File: config.mk
export PLATFORM = sky130hd
export DESIGN_NAME = boot_loader
export DESIGN_NICKNAME = d
export VERILOG_FILES = /design/src/rtl/boot_loader_pkg.sv /design/src/rtl/boot_loader_timer.sv /design/src/rtl/boot_loader.sv
export SDC_FILE = /design/constraint.sdc
export NUM_CORES = 1
export LEC_CHECK = 0
export BUFFER_PORTS_ARGS = -buffer_cell sky130_fd_sc_hd__buf_4
export CAP_MARGIN = 5
export CORE_ASPECT_RATIO = 1.75
export CORE_MARGIN = 1
export CORE_UTILIZATION = 50
export DETAILED_ROUTE_END_ITERATION = 10
export PLACE_DENSITY = 0.78
export SKIP_CTS_REPAIR_TIMING = 1
export SKIP_LAST_GASP = 1
export SLEW_MARGIN = 0
export SYNTH_ARGS = -nofsm -noshare
export SYNTH_HDL_FRONTEND = slang
export SYNTH_SLANG_ARGS = --single-unit
File: constraint.sdc
create_clock -name clk_i -period 2.2 [get_ports clk_i]
set_input_delay 0.22 -clock clk_i [delete_from_list [all_inputs] [get_ports clk_i]]
set_output_delay 0.22 -clock clk_i [all_outputs]
set_load 0.01 [all_outputs]
File: src/rtl/boot_loader_pkg.sv
// Shared types and constants for the framed program loader.
package boot_loader_pkg;

  typedef enum logic [2:0] {
    ST_IDLE,
    ST_LEN_HI,
    ST_LEN_LO,
    ST_DATA,
    ST_CSUM,
    ST_DONE,
    ST_ERR
  } state_e;

  localparam logic [7:0]  DEFAULT_MAGIC   = 8'hA5;
  localparam int unsigned DEFAULT_TIMEOUT = 1024;
  localparam int unsigned LEN_W           = 16;

  // States in which the inter-byte timeout is armed.
  function automatic logic in_frame(state_e s);
    return (s == ST_LEN_HI) || (s == ST_LEN_LO) || (s == ST_DATA) || (s == ST_CSUM);
  endfunction

endpackage

File: src/rtl/boot_loader_timer.sv
// Idle-cycle counter: expires on the TIMEOUT-th consecutive enabled, uncleared cycle.
module boot_loader_timer #(
  parameter int unsigned TIMEOUT = 1024
) (
  input  logic clk_i,
  input  logic rst_ni,
  input  logic clear_i,
  input  logic enable_i,
  output logic expired_o
);

  localparam int unsigned   CW   = $clog2(TIMEOUT);
  localparam logic [CW-1:0] LAST = CW'(TIMEOUT - 1);

  logic [CW-1:0] cnt_q, cnt_d;

  assign expired_o = enable_i && !clear_i && (cnt_q == LAST);

  always_comb begin
    cnt_d = cnt_q;
    if (clear_i || expired_o) begin
      cnt_d = '0;
    end else if (enable_i) begin
      cnt_d = cnt_q + 1'b1;
    end
  end

  always_ff @(posedge clk_i or negedge rst_ni) begin
    if (!rst_ni) begin
      cnt_q <= '0;
    end else begin
      cnt_q <= cnt_d;
    end
  end

endmodule

File: src/rtl/boot_loader.sv
// Framed byte-stream loader: writes a checksummed image into instruction memory
// and holds the cpu in reset until the image is verified.
module boot_loader
  import boot_loader_pkg::*;
#(
  parameter int unsigned ADDR_W  = 8,
  parameter logic [7:0]  MAGIC   = DEFAULT_MAGIC,
  parameter int unsigned TIMEOUT = DEFAULT_TIMEOUT
) (
  input  logic              clk_i,
  input  logic              rst_ni,
  input  logic [7:0]        rx_data_i,
  input  logic              rx_valid_i,
  output logic              rx_ready_o,
  input  logic              reload_i,
  output logic              imem_we_o,
  output logic [ADDR_W-1:0] imem_addr_o,
  output logic [31:0]       imem_wdata_o,
  output logic              cpu_rst_o,
  output logic              done_o,
  output logic              error_o
);

  localparam logic [LEN_W-1:0] MAX_WORDS = LEN_W'(1 << ADDR_W);

  state_e            state_q, state_d;
  logic [7:0]        len_hi_q, len_hi_d;
  logic [ADDR_W:0]   len_q, len_d;
  logic [ADDR_W:0]   word_q, word_d;
  logic [1:0]        bcnt_q, bcnt_d;
  logic [23:0]       asm_q, asm_d;
  logic [7:0]        csum_q, csum_d;
  logic              rx_ready_q, rx_ready_d;
  logic              imem_we_q, imem_we_d;
  logic [ADDR_W-1:0] imem_addr_q, imem_addr_d;
  logic [31:0]       imem_wdata_q, imem_wdata_d;
  logic              cpu_rst_q, cpu_rst_d;
  logic              done_q, done_d;
  logic              error_q, error_d;

  logic              acc;
  logic              active;
  logic              tmo_expired;
  logic [LEN_W-1:0]  len_full;
  logic [ADDR_W:0]   word_inc;

  assign acc      = rx_valid_i && rx_ready_q;
  assign active   = in_frame(state_q);
  assign len_full = {len_hi_q, rx_data_i};
  assign word_inc = word_q + 1'b1;

  boot_loader_timer #(
    .TIMEOUT (TIMEOUT)
  ) u_timer (
    .clk_i     (clk_i),
    .rst_ni    (rst_ni),
    .clear_i   (acc || reload_i),
    .enable_i  (active),
    .expired_o (tmo_expired)
  );

  always_comb begin
    state_d      = state_q;
    len_hi_d     = len_hi_q;
    len_d        = len_q;
    word_d       = word_q;
    bcnt_d       = bcnt_q;
    asm_d        = asm_q;
    csum_d       = csum_q;
    imem_we_d    = 1'b0;
    imem_addr_d  = imem_addr_q;
    imem_wdata_d = imem_wdata_q;

    if (reload_i) begin
      state_d = ST_IDLE;
    end else if (tmo_expired) begin
      state_d = ST_ERR;
    end else if (acc) begin
      case (state_q)
        ST_IDLE, ST_ERR: begin
          if (rx_data_i == MAGIC) begin
            state_d = ST_LEN_HI;
            csum_d  = '0;
            word_d  = '0;
            bcnt_d  = '0;
          end
        end
        ST_LEN_HI: begin
          len_hi_d = rx_data_i;
          state_d  = ST_LEN_LO;
        end
        ST_LEN_LO: begin
          len_d = len_full[ADDR_W:0];
          if (len_full == '0) begin
            state_d = ST_CSUM;
          end else if (len_full > MAX_WORDS) begin
            state_d = ST_ERR;
          end else begin
            state_d = ST_DATA;
          end
        end
        ST_DATA: begin
          asm_d  = {asm_q[15:0], rx_data_i};
          csum_d = csum_q ^ rx_data_i;
          bcnt_d = bcnt_q + 1'b1;
          if (bcnt_q == 2'd3) begin
            imem_we_d    = 1'b1;
            imem_addr_d  = word_q[ADDR_W-1:0];
            imem_wdata_d = {asm_q, rx_data_i};
            word_d       = word_inc;
            if (word_inc == len_q) begin
              state_d = ST_CSUM;
            end
          end
        end
        ST_CSUM: begin
          state_d = (rx_data_i == csum_q) ? ST_DONE : ST_ERR;
        end
        default: begin
          state_d = state_q;
        end
      endcase
    end

    // Status outputs are registered copies of the next state so they line up with state_q.
    rx_ready_d = (state_d != ST_DONE);
    cpu_rst_d  = (state_d != ST_DONE);
    done_d     = (state_d == ST_DONE);
    error_d    = (state_d == ST_ERR);
  end

  always_ff @(posedge clk_i or negedge rst_ni) begin
    if (!rst_ni) begin
      state_q      <= ST_IDLE;
      len_hi_q     <= '0;
      len_q        <= '0;
      word_q       <= '0;
      bcnt_q       <= '0;
      asm_q        <= '0;
      csum_q       <= '0;
      rx_ready_q   <= 1'b0;
      imem_we_q    <= 1'b0;
      imem_addr_q  <= '0;
      imem_wdata_q <= '0;
      cpu_rst_q    <= 1'b1;
      done_q       <= 1'b0;
      error_q      <= 1'b0;
    end else begin
      state_q      <= state_d;
      len_hi_q     <= len_hi_d;
      len_q        <= len_d;
      word_q       <= word_d;
      bcnt_q       <= bcnt_d;
      asm_q        <= asm_d;
      csum_q       <= csum_d;
      rx_ready_q   <= rx_ready_d;
      imem_we_q    <= imem_we_d;
      imem_addr_q  <= imem_addr_d;
      imem_wdata_q <= imem_wdata_d;
      cpu_rst_q    <= cpu_rst_d;
      done_q       <= done_d;
      error_q      <= error_d;
    end
  end

  assign rx_ready_o   = rx_ready_q;
  assign imem_we_o    = imem_we_q;
  assign imem_addr_o  = imem_addr_q;
  assign imem_wdata_o = imem_wdata_q;
  assign cpu_rst_o    = cpu_rst_q;
  assign done_o       = done_q;
  assign error_o      = error_q;

endmodule
==> results of run 1 <==
-- routing by layer --
| layer | global-route usage, % | vias up | wire length, µm | share of wire, % |
|---|---|---|---|---|
| met5 | 0 | - | 0 | 0 |
| met4 | 11.5 | 0 | 346 | 2.8 |
| met3 | 6.03 | 24 | 347 | 2.8 |
| met2 | 44.2 | 71 | 6920 | 57 |
| met1 | 24.7 | 1980 | 4620 | 38 |
| li1 | - | 1822 | - | - |
-- final timing paths --
path	start	end	slack [ns]	depth (start not counted)
hold reg to reg	asm_q[21]	asm_q[21]	0.47	2
setup / recovery	word_q[2]	error_o	0.06	8
setup reg to reg	word_q[2]	error_o	0.06	8
min in group asynchronous	rst_ni	imem_wdata_o[7]	0.37	2
hold / removal	reload_i	state_q[1]	0.02	2
max in group asynchronous	rst_ni	state_q[2]	1.18	3
-- Yosys cell counts (all sizes together), types with 2 or more instances --
library cell	instances	share of area, %
o21ai	31	3.0
o211ai	2	0.29
clkbuf	19	1.4
and3	2	0.24
nand2	88	6.3
nor2b	3	0.36
nand4	9	1.1
ha	3	0.71
dfrtp	117	56
mux2	56	12
nor2	26	1.9
buf	6	0.48
a211o	3	0.50
inv	5	0.36
xnor2	8	1.3
a311oi	3	0.50
a21oi	6	0.57
nor4	6	1.1
o21a	3	0.48
xor2	19	3.2
or4	5	0.71
o211a	3	0.57
nand3	4	0.38
and2	3	0.38
or3	4	0.48
a211oi	2	0.29
o41ai	2	0.33
a22o	2	0.33
nor3	9	0.95
nand2b	2	0.24
-- layout by cell type, fill, tap and decap left out, types with 4 or more instances in the layout --
cell	Yosys	layout
nand4_1	9	9
o21ai_0	30	29
xor2_1	19	18
clkinv_4	0	5
nand2_1	88	87
dfrtp_1	117	112
xnor2_1	8	8
nand3_1	4	4
nor2_1	26	24
clkbuf_16	0	17
nor3_1	8	7
buf_4	0	92
inv_1	5	5
a21oi_1	6	5
dfrtp_2	0	5
or3_1	4	4
mux2_2	56	56
-- power by group through the flow --
stage / Combinational [mW] / Clock [mW] / Sequential, mW
floorplan: 0.354 / 0 / 2.47
global placement: 0.501 / 0 / 2.50
detailed placement: 0.529 / 0 / 2.51
CTS: 0.540 / 2.73 / 2.48
global route: 0.680 / 2.82 / 2.51
finish: 0.620 / 2.69 / 2.49
-- layout make-up --
class	instances	area (µm²)	area share, %
Clock buffer	21	460	6.79
Clock inverter	11	126	1.86
Inverter	5	18.8	0.277
Multi-Input combinational cell	322	2310	34.1
Sequential cell	118	2960	43.7
Tap cell	127	159	2.34
Timing Repair Buffer	95	741	10.9
-- worst max-delay path, cell delays in order, from the launching register on --
cell and delay, ns:
dfrtp_2 0.48, nand4_1 0.29, nor4b_2 0.39, nor3_2 0.09, nor4_2 0.27, buf_4 0.18
buf_4 0.12, o2bb2ai_4 0.08, a211oi_1 0.16
-- flip-flops by register name, indices dropped and copies added, names as in the netlist --
name,cells
imem_wdata_o,32
asm_q,24
u_timer.cnt_q,10
len_q,9
word_q,9
csum_q,8
imem_addr_o,8
len_hi_q,8
state_q,3
bcnt_q,2
cpu_rst_o,1
done_o,1
error_o,1
imem_we_o,1
rx_ready_o,1
-- stage by stage --
stage	hold WS, ns	cells	worst slack (ns)	utilization, %
after CTS	-0.156	697	-0.0819	64.8
after floorplan	-0.0756	470	0.0412	-
final	0.0185	699	0.0612	66.2
after global routing	0.00944	699	-0.0577	66.2
after detailed placement	0.277	665	-0.0885	59.0
after global placement	0.264	665	-0.0424	59.0
-- logic make-up after synthesis --
family,Yosys count
AO/OA/AOI/OAI,67
XOR/XNOR,28
adder cells (fa/ha/maj),3
buffers and inverters,30
flip-flops,118
multiplexers,57
AND/OR/NAND/NOR,167
==> impl_metrics.toml, run 1 <==
[synthesis]
synth_area_um2 = 5260
synth_mux_area_share_pct = 12.2
synth_fp_nets = 485
synthDistinctLibCells = 56
ys_warn_count = 0
syn_inst = 470
synth_fa_ha_area_share_pct = 0.714
yosysSeqAreaShare_pct = 56.2
synth_compound_area_share_pct = 8.74
ys.flop_type = "dfrtp_1"
yosys.area_share.xor_xnor_pct = 4.93
ys_ff_latch = 118
synth_edf_count = 0
synthArstFlopShare_pct = 100
yosys.area_share.simple_pct = 15.0
syn_area_per_cell_um2 = 11.2
synth_top_family_by_area = "simple AND/OR/NAND/NOR gates"

[clock_tree]
clock-root-buffer = "clkbuf_16"
cts_buffer_depth = 2
cts_sinks = 118
cts_tree = "done"
htree_levels = 4
cts_buffers = 17
cts.reportedPaths.clkPinSlew_ns = 0.05
clk_latency_ns = 0.41

[power_and_ir_drop]
power_switching_mw = 1.44
pwr-share-clk_pct = 46.4
leakagePower_nw = 3.38
switching_share_pct = 24.7
combPwrFrac_pct = 10.7
power_density_nw_per_um2 = 856
p_int_mw = 4.37
totalPowerFinal_mw = 5.80
peakVddDrop_mv = 0.808
sequentialPowerShare_pct = 42.9

[placed_design]
dpl_cell_area_um2 = 6040
portBuffers = 56
gp_congestion = 0.858
dp_hpwl_um = 8120

[sta]
slew_violations = 0
final.min_clock_period_ns = 2.14
tns_ns = 0
hold_violations = 0
fmax_ghz = 0.468
period_share_pct = 97.2
skew_ns = 0.00799
setup_viol = 0
slew_headroom_pct = 57.0
rsz0062_at_grt = "yes"
worst_slew_pin_slew_ns = 0.640

[layout]
final_cell_area_um2 = 6780
drive_gt1_share_pct = 37.2
syn_to_final_growth_pct = 28.9
num_antenna_cells = 0
nNetsFinal = 574
nFillCells = 718

[detailed_routing]
drt.antenna.violating_nets = 0
avgRoutedWirePerCell_um = 17.5
finalWirelength_um = 12200
num_vias = 3897
drtIter0Drc = 235
dr.pass1.iters = 4
drc = 0
via_per_inst = 5.58

[setup_path]
cp_max_fo = 10
startpoint_type = "register"
end_kind = "register"
critPathArrivalTime_ns = 2.46
required_ns = 2.52
crit_type = "register to register"

[outcome]
status = "finished clean"

[global_routing]
grt_max_degree = 47
grt-ovfl-total = 0
first_global_vias = 4137
grt_pass1_wl_um = 19700
antenna_found_initial = 0
grt_use_total_pct = 24.0

[hold_path]
min_path_type = "input pin to register"

[die]
die_h_um = 138
io_pins = 57
initial_core_util_pct = 51.3
die_x_um = 79.5
core_area_um2 = 10200
die_area_um2 = 10900
rows = 49

[job]
cap_violations = 0
(Power assumes the default switching activity.)
==> run 2, diff against run 1 <==
PLACE_DENSITY = 0.76   (was 0.78)
clock period = 2.75 ns   (was 2.2 ns; I/O delays follow)
==> run 2 against run 1 <==
  * Sequential share of layout area grew 2.0 points
  * Worst hold slack improved by 0.060 ns
  * Clock-buffer cell count did not move
  * Highest routed layer unchanged
  * Wire length decreased by 4.8%
  * Largest cell class unchanged
  * Cell area decreased by 4.7%
  * Setup slack improved by 0.15 ns
  * Critical endpoint unchanged
  * Register-to-register slack improved by 0.15 ns
  * Clock skew rose by 0.0012 ns
  * Core utilization down 3.1 points
==> impl_metrics.toml, run 2 (same netlist as run 1, synthesis figures left out) <==
[outcome]
status = "finished clean"

[power_and_ir_drop]
sequentialPowerShare_pct = 42.4
combPwrFrac_pct = 8.3
power_density_nw_per_um2 = 727
power_switching_mw = 1.12
peakVddDrop_mv = 0.644
leakagePower_nw = 3.22
p_int_mw = 3.58
pwr-share-clk_pct = 49.3
switching_share_pct = 23.9

[global_routing]
first_global_vias = 3900
grtUsageMet3_pct = 5.76
grt_use_total_pct = 23.1
grt-ovfl-total = 0
busiest_layer = "met2"
antenna_found_initial = 0
grt_pass1_wl_um = 18800
met2_usage_pct = 40.8
grt_max_degree = 49
met1_usage_pct = 24.4

[sta]
hold_violations = 0
setup_viol = 0
fmax_ghz = 0.394
period_share_pct = 92.4
slew_violations = 0
rsz0062_at_grt = "no"
slew_headroom_pct = 47.1
fin_ws_ns = 0.209
skew_ns = 0.00916
tns_ns = 0
worst_slew_pin_slew_ns = 0.786
final.min_clock_period_ns = 2.54

[detailed_routing]
finalWirelength_um = 11600
drtIter0Drc = 255
via_per_inst = 5.73
dr.pass1.iters = 5
avgRoutedWirePerCell_um = 17.4
drt.antenna.violating_nets = 0
num_vias = 3836
drc = 0

[clock_tree]
cts_buffers = 17
cts_buffer_depth = 2
cts_tree = "done"
clk_latency_ns = 0.42
cts.reportedPaths.clkPinSlew_ns = 0.06
cts_sinks = 118
clock-root-buffer = "clkbuf_16"
htree_levels = 4

[setup_path]
crit_type = "register to register"
r2r_cells = 6
reg2reg_to = "error_o"
critPathArrivalTime_ns = 2.83
startpoint_type = "register"
required_ns = 3.04
cp_slowest_cell = "dfrtp_1"
r2r_setup_slack_ns = 0.21
crit_path_start = "word_q[5]"
cp_max_fo = 11
path_cells = "or3b_1 -> a2111oi_0 -> nor3_1 -> nor4_4 -> o2bb2ai_1 -> a211oi_1"
crit_end = "error_o"
timing.rr.start = "word_q[5]"
end_kind = "register"
cpPeakStageDelay_ns = 0.51

[die]
die_h_um = 138
die_x_um = 79.5
io_pins = 57
rows = 49
core_area_um2 = 10200
initial_core_util_pct = 51.3
die_area_um2 = 10900

[layout]
mostFrequentLayoutCells = "117 x dfrtp_1, 87 x nand2_1, 63 x buf_4"
syn_to_final_growth_pct = 22.9
largest_reg_flops = 32
drive_gt1_share_pct = 29.7
num_antenna_cells = 0
final_common_cell = "dfrtp_1"
nNetsFinal = 544

[placed_design]
gp_congestion = 0.882
portBuffers = 56
dp_hpwl_um = 7750
dpl_worst_slack_ns = 0.215

[hold_path]
min_path_type = "input pin to register"

[job]
cap_violations = 0
==> run 2: worst max-delay path: cells and delay by family, from the launching register on <==
| family | cells | cell delay (ns) |
|---|---|---|
| compound gates | 3 | 0.91 |
| simple gates | 3 | 0.99 |
| flops | 1 | 0.51 |
==> run 2: how the worst min path moves through the flow <==
stage,from,to,cells past startpoint
after CTS,rst_ni,imem_wdata_o[5],1
after global routing,reload_i,state_q[1],2
after detailed placement,rst_ni,imem_wdata_o[5],1
final,reload_i,state_q[1],2
after global placement,rst_ni,imem_wdata_o[5],1
after floorplan,rst_ni,asm_q[0],0
==> run 2: power by group through the flow <==
stage / registers (mW) / clock network (mW) / logic [mW]
floorplan: 1.97 / 0 / 0.283
global placement: 2.01 / 0 / 0.363
detailed placement: 2.02 / 0 / 0.375
CTS: 1.99 / 2.35 / 0.384
global route: 2.01 / 2.42 / 0.438
finish: 1.99 / 2.32 / 0.390
==> run 2: layer usage <==
layer / vias to the layer above / part of all wire, %
li1: 1766 / -
met1: 1905 / 38
met2: 121 / 55
met3: 44 / 3.8
met4: 0 / 3.6
met5: - / 0
==> run 2: metrics by stage <==
stage | cells | power, mW | util [%] | cell area, µm² | hold slack [ns]
finish | 669 | 4.70 | 63.1 | 6460 | 0.0782
global placement | 636 | 2.37 | 56.8 | 5810 | 0.296
CTS | 668 | 4.72 | 62.9 | 6440 | -0.143
detailed placement | 636 | 2.39 | 56.8 | 5810 | 0.294
global route | 669 | 4.87 | 63.1 | 6460 | 0.0745
floorplan | 470 | 2.26 | - | 5260 | -0.0206
==> run 2: layout make-up <==
type / instances / area [µm²]
clock buffers: 21 / 480
clock inverters: 11 / 148
repair buffers: 65 / 503
inverters: 5 / 18.8
fillers: 781 / 3780
well taps: 127 / 159
flip-flops and latches: 118 / 2950
multi-input cells: 322 / 2200
==> run 3, diff against run 2 <==
ABC_AREA = 1   (was unset)
CELL_PAD_IN_SITES_DETAIL_PLACEMENT = 0   (was unset)
CELL_PAD_IN_SITES_GLOBAL_PLACEMENT = 2   (was unset)
CORE_UTILIZATION = 38   (was 50)
HOLD_SLACK_MARGIN = 0.06   (was unset)
PLACE_DENSITY = 0.9   (was 0.76)
==> run 3 against run 2 <==
  * Via count grew 6.5%
  * Largest cell class unchanged
  * Register-to-register slack gained 0.30 ns
  * Combinational power grew 120%
  * Clock skew shrank 0.0012 ns
  * Critical path depth grew 6
  * Die area grew 29%
  * Synthesized cell count grew 27%
  * Sequential share of layout area grew 0.29 points
==> impl_metrics.toml, run 3 <==
[layout]
final_common_cell = "nand2_1"
multi_input_area_um2 = 1850
drive_gt1_share_pct = 15.9
ff_latch_area_um2 = 2950
largest_reg_flops = 32
nFillCells = 1309
mostFrequentLayoutCells = "157 x nand2_1, 117 x dfrtp_1, 89 x o21ai_0"
num_antenna_cells = 0
nNetsFinal = 676
syn_to_final_growth_pct = 23.9

[sta]
rsz0062_at_grt = "no"
worst_slew_pin_slew_ns = 0.807
slew_headroom_pct = 46.2
skew_ns = 0.00795
tns_ns = 0
fin_ws_ns = 0.508
fmax_ghz = 0.446
hold_violations = 0
final.min_clock_period_ns = 2.24
slew_violations = 0
period_share_pct = 81.5
setup_viol = 0

[global_routing]
first_global_vias = 4146
antenna_found_initial = 0
grt_use_total_pct = 19.0
grt_pass1_wl_um = 20700
grt_max_degree = 89
grt-ovfl-total = 0

[setup_path]
startpoint_type = "register"
r2r_setup_slack_ns = 0.51
end_kind = "register"
cp_max_fo = 4
critPathArrivalTime_ns = 2.50
required_ns = 3.01
timing.rr.start = "word_q[0]"
reg2reg_to = "rx_ready_o"
r2r_cells = 12
crit_type = "register to register"

[synthesis]
synth_compound_area_share_pct = 13.0
synth_fa_ha_area_share_pct = 0.725
yosys.area_share.xor_xnor_pct = 1.69
synth_top_cell_area_share_pct = 56.5
synthTopCellsByCount = "157 x nand2_1, 117 x dfrtp_1, 89 x o21ai_0, 73 x inv_1, 38 x nor2_1"
yosysTopAreaCell = "dfrtp_1"
syn_area_per_cell_um2 = 8.68
yosysSeqAreaShare_pct = 57.0
syn_inst = 597
yosys-top-cells-area = "dfrtp_1 57%, nand2_1 11%, o21ai_0 8.6%, inv_1 5.3%, nor2_1 2.8%"
synthArstFlopShare_pct = 100
ys_ff_latch = 118
synth_fp_nets = 612
yosys.area_share.simple_pct = 20.0
synth_area_um2 = 5180
ys.flop_type = "dfrtp_1"
ys_warn_count = 0
synth_top_family_by_area = "simple AND/OR/NAND/NOR gates"
synthDistinctLibCells = 35
synth_mux_area_share_pct = 0.193
synth_edf_count = 0
synth.most_common_cell = "nand2_1"

[power_and_ir_drop]
power_switching_mw = 1.55
p_int_mw = 3.83
sequentialPowerShare_pct = 40.7
pwr-share-clk_pct = 43.4
leakagePower_nw = 3.20
power_density_nw_per_um2 = 839
peakVddDrop_mv = 0.512
combPwrFrac_pct = 15.9
switching_share_pct = 28.8

[job]
cap_violations = 0

[detailed_routing]
drc = 0
dr.pass1.iters = 5
drtIter0Drc = 219
drt.antenna.violating_nets = 0
num_vias = 4085
avgRoutedWirePerCell_um = 14.4
finalWirelength_um = 12200
via_per_inst = 4.82

[placed_design]
portBuffers = 56
dp_hpwl_um = 8690
dpl_worst_slack_ns = 0.493
gp_congestion = 0.867

[hold_path]
holdPathEnd = "asm_q[7]"
min_from = "rx_data_i[7]"
holdPathStages = 3
min_path_type = "input pin to register"

[clock_tree]
cts.reportedPaths.clkPinSlew_ns = 0.06
cts_buffers = 17
htree_levels = 4
cts_sinks = 118
cts_tree = "done"
cts_buffer_depth = 2
clk_latency_ns = 0.41
clock-root-buffer = "clkbuf_16"

[die]
die_area_um2 = 14100
initial_core_util_pct = 38.7
die_h_um = 156
io_pins = 57
core_area_um2 = 13400
die_x_um = 90.3
rows = 56

[outcome]
status = "finished clean"
## run 3: changes by cell type in the layout (fill, tap and decap cells not counted), moves of 5 or more
cell | before | now
o21ai_1 | 1 | 7
nand3_1 | 4 | 28
nand2_1 | 87 | 157
or4_1 | 5 | 0
o21ai_0 | 30 | 89
inv_1 | 5 | 73
o22ai_1 | 0 | 7
inv_2 | 0 | 5
nor2_1 | 26 | 38
mux2_2 | 56 | 0
xor2_1 | 19 | 5
## run 3: logic make-up after synthesis
group	count (synthesis)
AO/OA/AOI/OAI	124
XOR/XNOR	10
adder cells (fa/ha/maj)	3
buffers and inverters	95
flip-flops	118
multiplexers	1
AND/OR/NAND/NOR	246
## run 3: final cells by class
class	count	area share [%]
clock buffers	17	6.63
clock inverters	14	3.14
inverters	78	4.56
multi-input cells	384	28.7
flip-flops and latches	118	46.0
well taps	174	3.39
repair buffers	62	7.52
## run 3: how the worst max path moves through the flow
| stage | start | endpoint | cells past startpoint |
|---|---|---|---|
| finish | word_q[0] | rx_ready_o | 12 |
| global route | word_q[0] | rx_ready_o | 12 |
| CTS | word_q[0] | rx_ready_o | 12 |
| detailed placement | word_q[0] | rx_ready_o | 12 |
| global placement | word_q[0] | rx_ready_o | 12 |
| floorplan | word_q[0] | rx_ready_o | 12 |
## run 3: power groups by stage
| stage | Sequential [mW] | Combinational (mW) | Clock [mW] |
|---|---|---|---|
| after floorplan | 2.16 | 0.633 | 0 |
| after global placement | 2.21 | 0.837 | 0 |
| after detailed placement | 2.23 | 0.853 | 0 |
| after CTS | 2.20 | 0.860 | 2.38 |
| after global routing | 2.23 | 1.01 | 2.47 |
| final | 2.19 | 0.855 | 2.34 |
## run 3: critical path, cell delays in order, from the launching register on
cell and delay, ns:
dfrtp_1 0.41, ha_1 0.26, nand2_1 0.14, nor2_2 0.16, nand3_1 0.12, nand2_1 0.10, nand2_1 0.05, nand2_1 0.06
nand3_1 0.13, o21bai_2 0.23, nand2_1 0.10, a21boi_1 0.19, nand3_1 0.14
## run 3: metrics by stage
stage	cells	hold slack, ns	utilization, %	power [mW]	instance area, µm²
4_1_cts	845	-0.186	47.8	5.44	6400
3_5_place_dp	814	0.249	43.1	3.08	5770
6_report	847	0.128	48.0	5.38	6420
5_1_grt	847	0.122	48.0	5.71	6420
3_3_place_gp	814	0.247	43.1	3.05	5770
2_1_floorplan	597	-0.0206	-	2.79	5180
## run 3: routing by layer
| layer | GRT usage, % | up-vias | routed length [µm] |
|---|---|---|---|
| li1 | - | 2042 | - |
| met5 | 0 | - | 0 |
| met2 | 32.0 | 85 | 6250 |
| met3 | 4.71 | 14 | 403 |
| met1 | 22.9 | 1944 | 5340 |
| met4 | 8.68 | 0 | 237 |
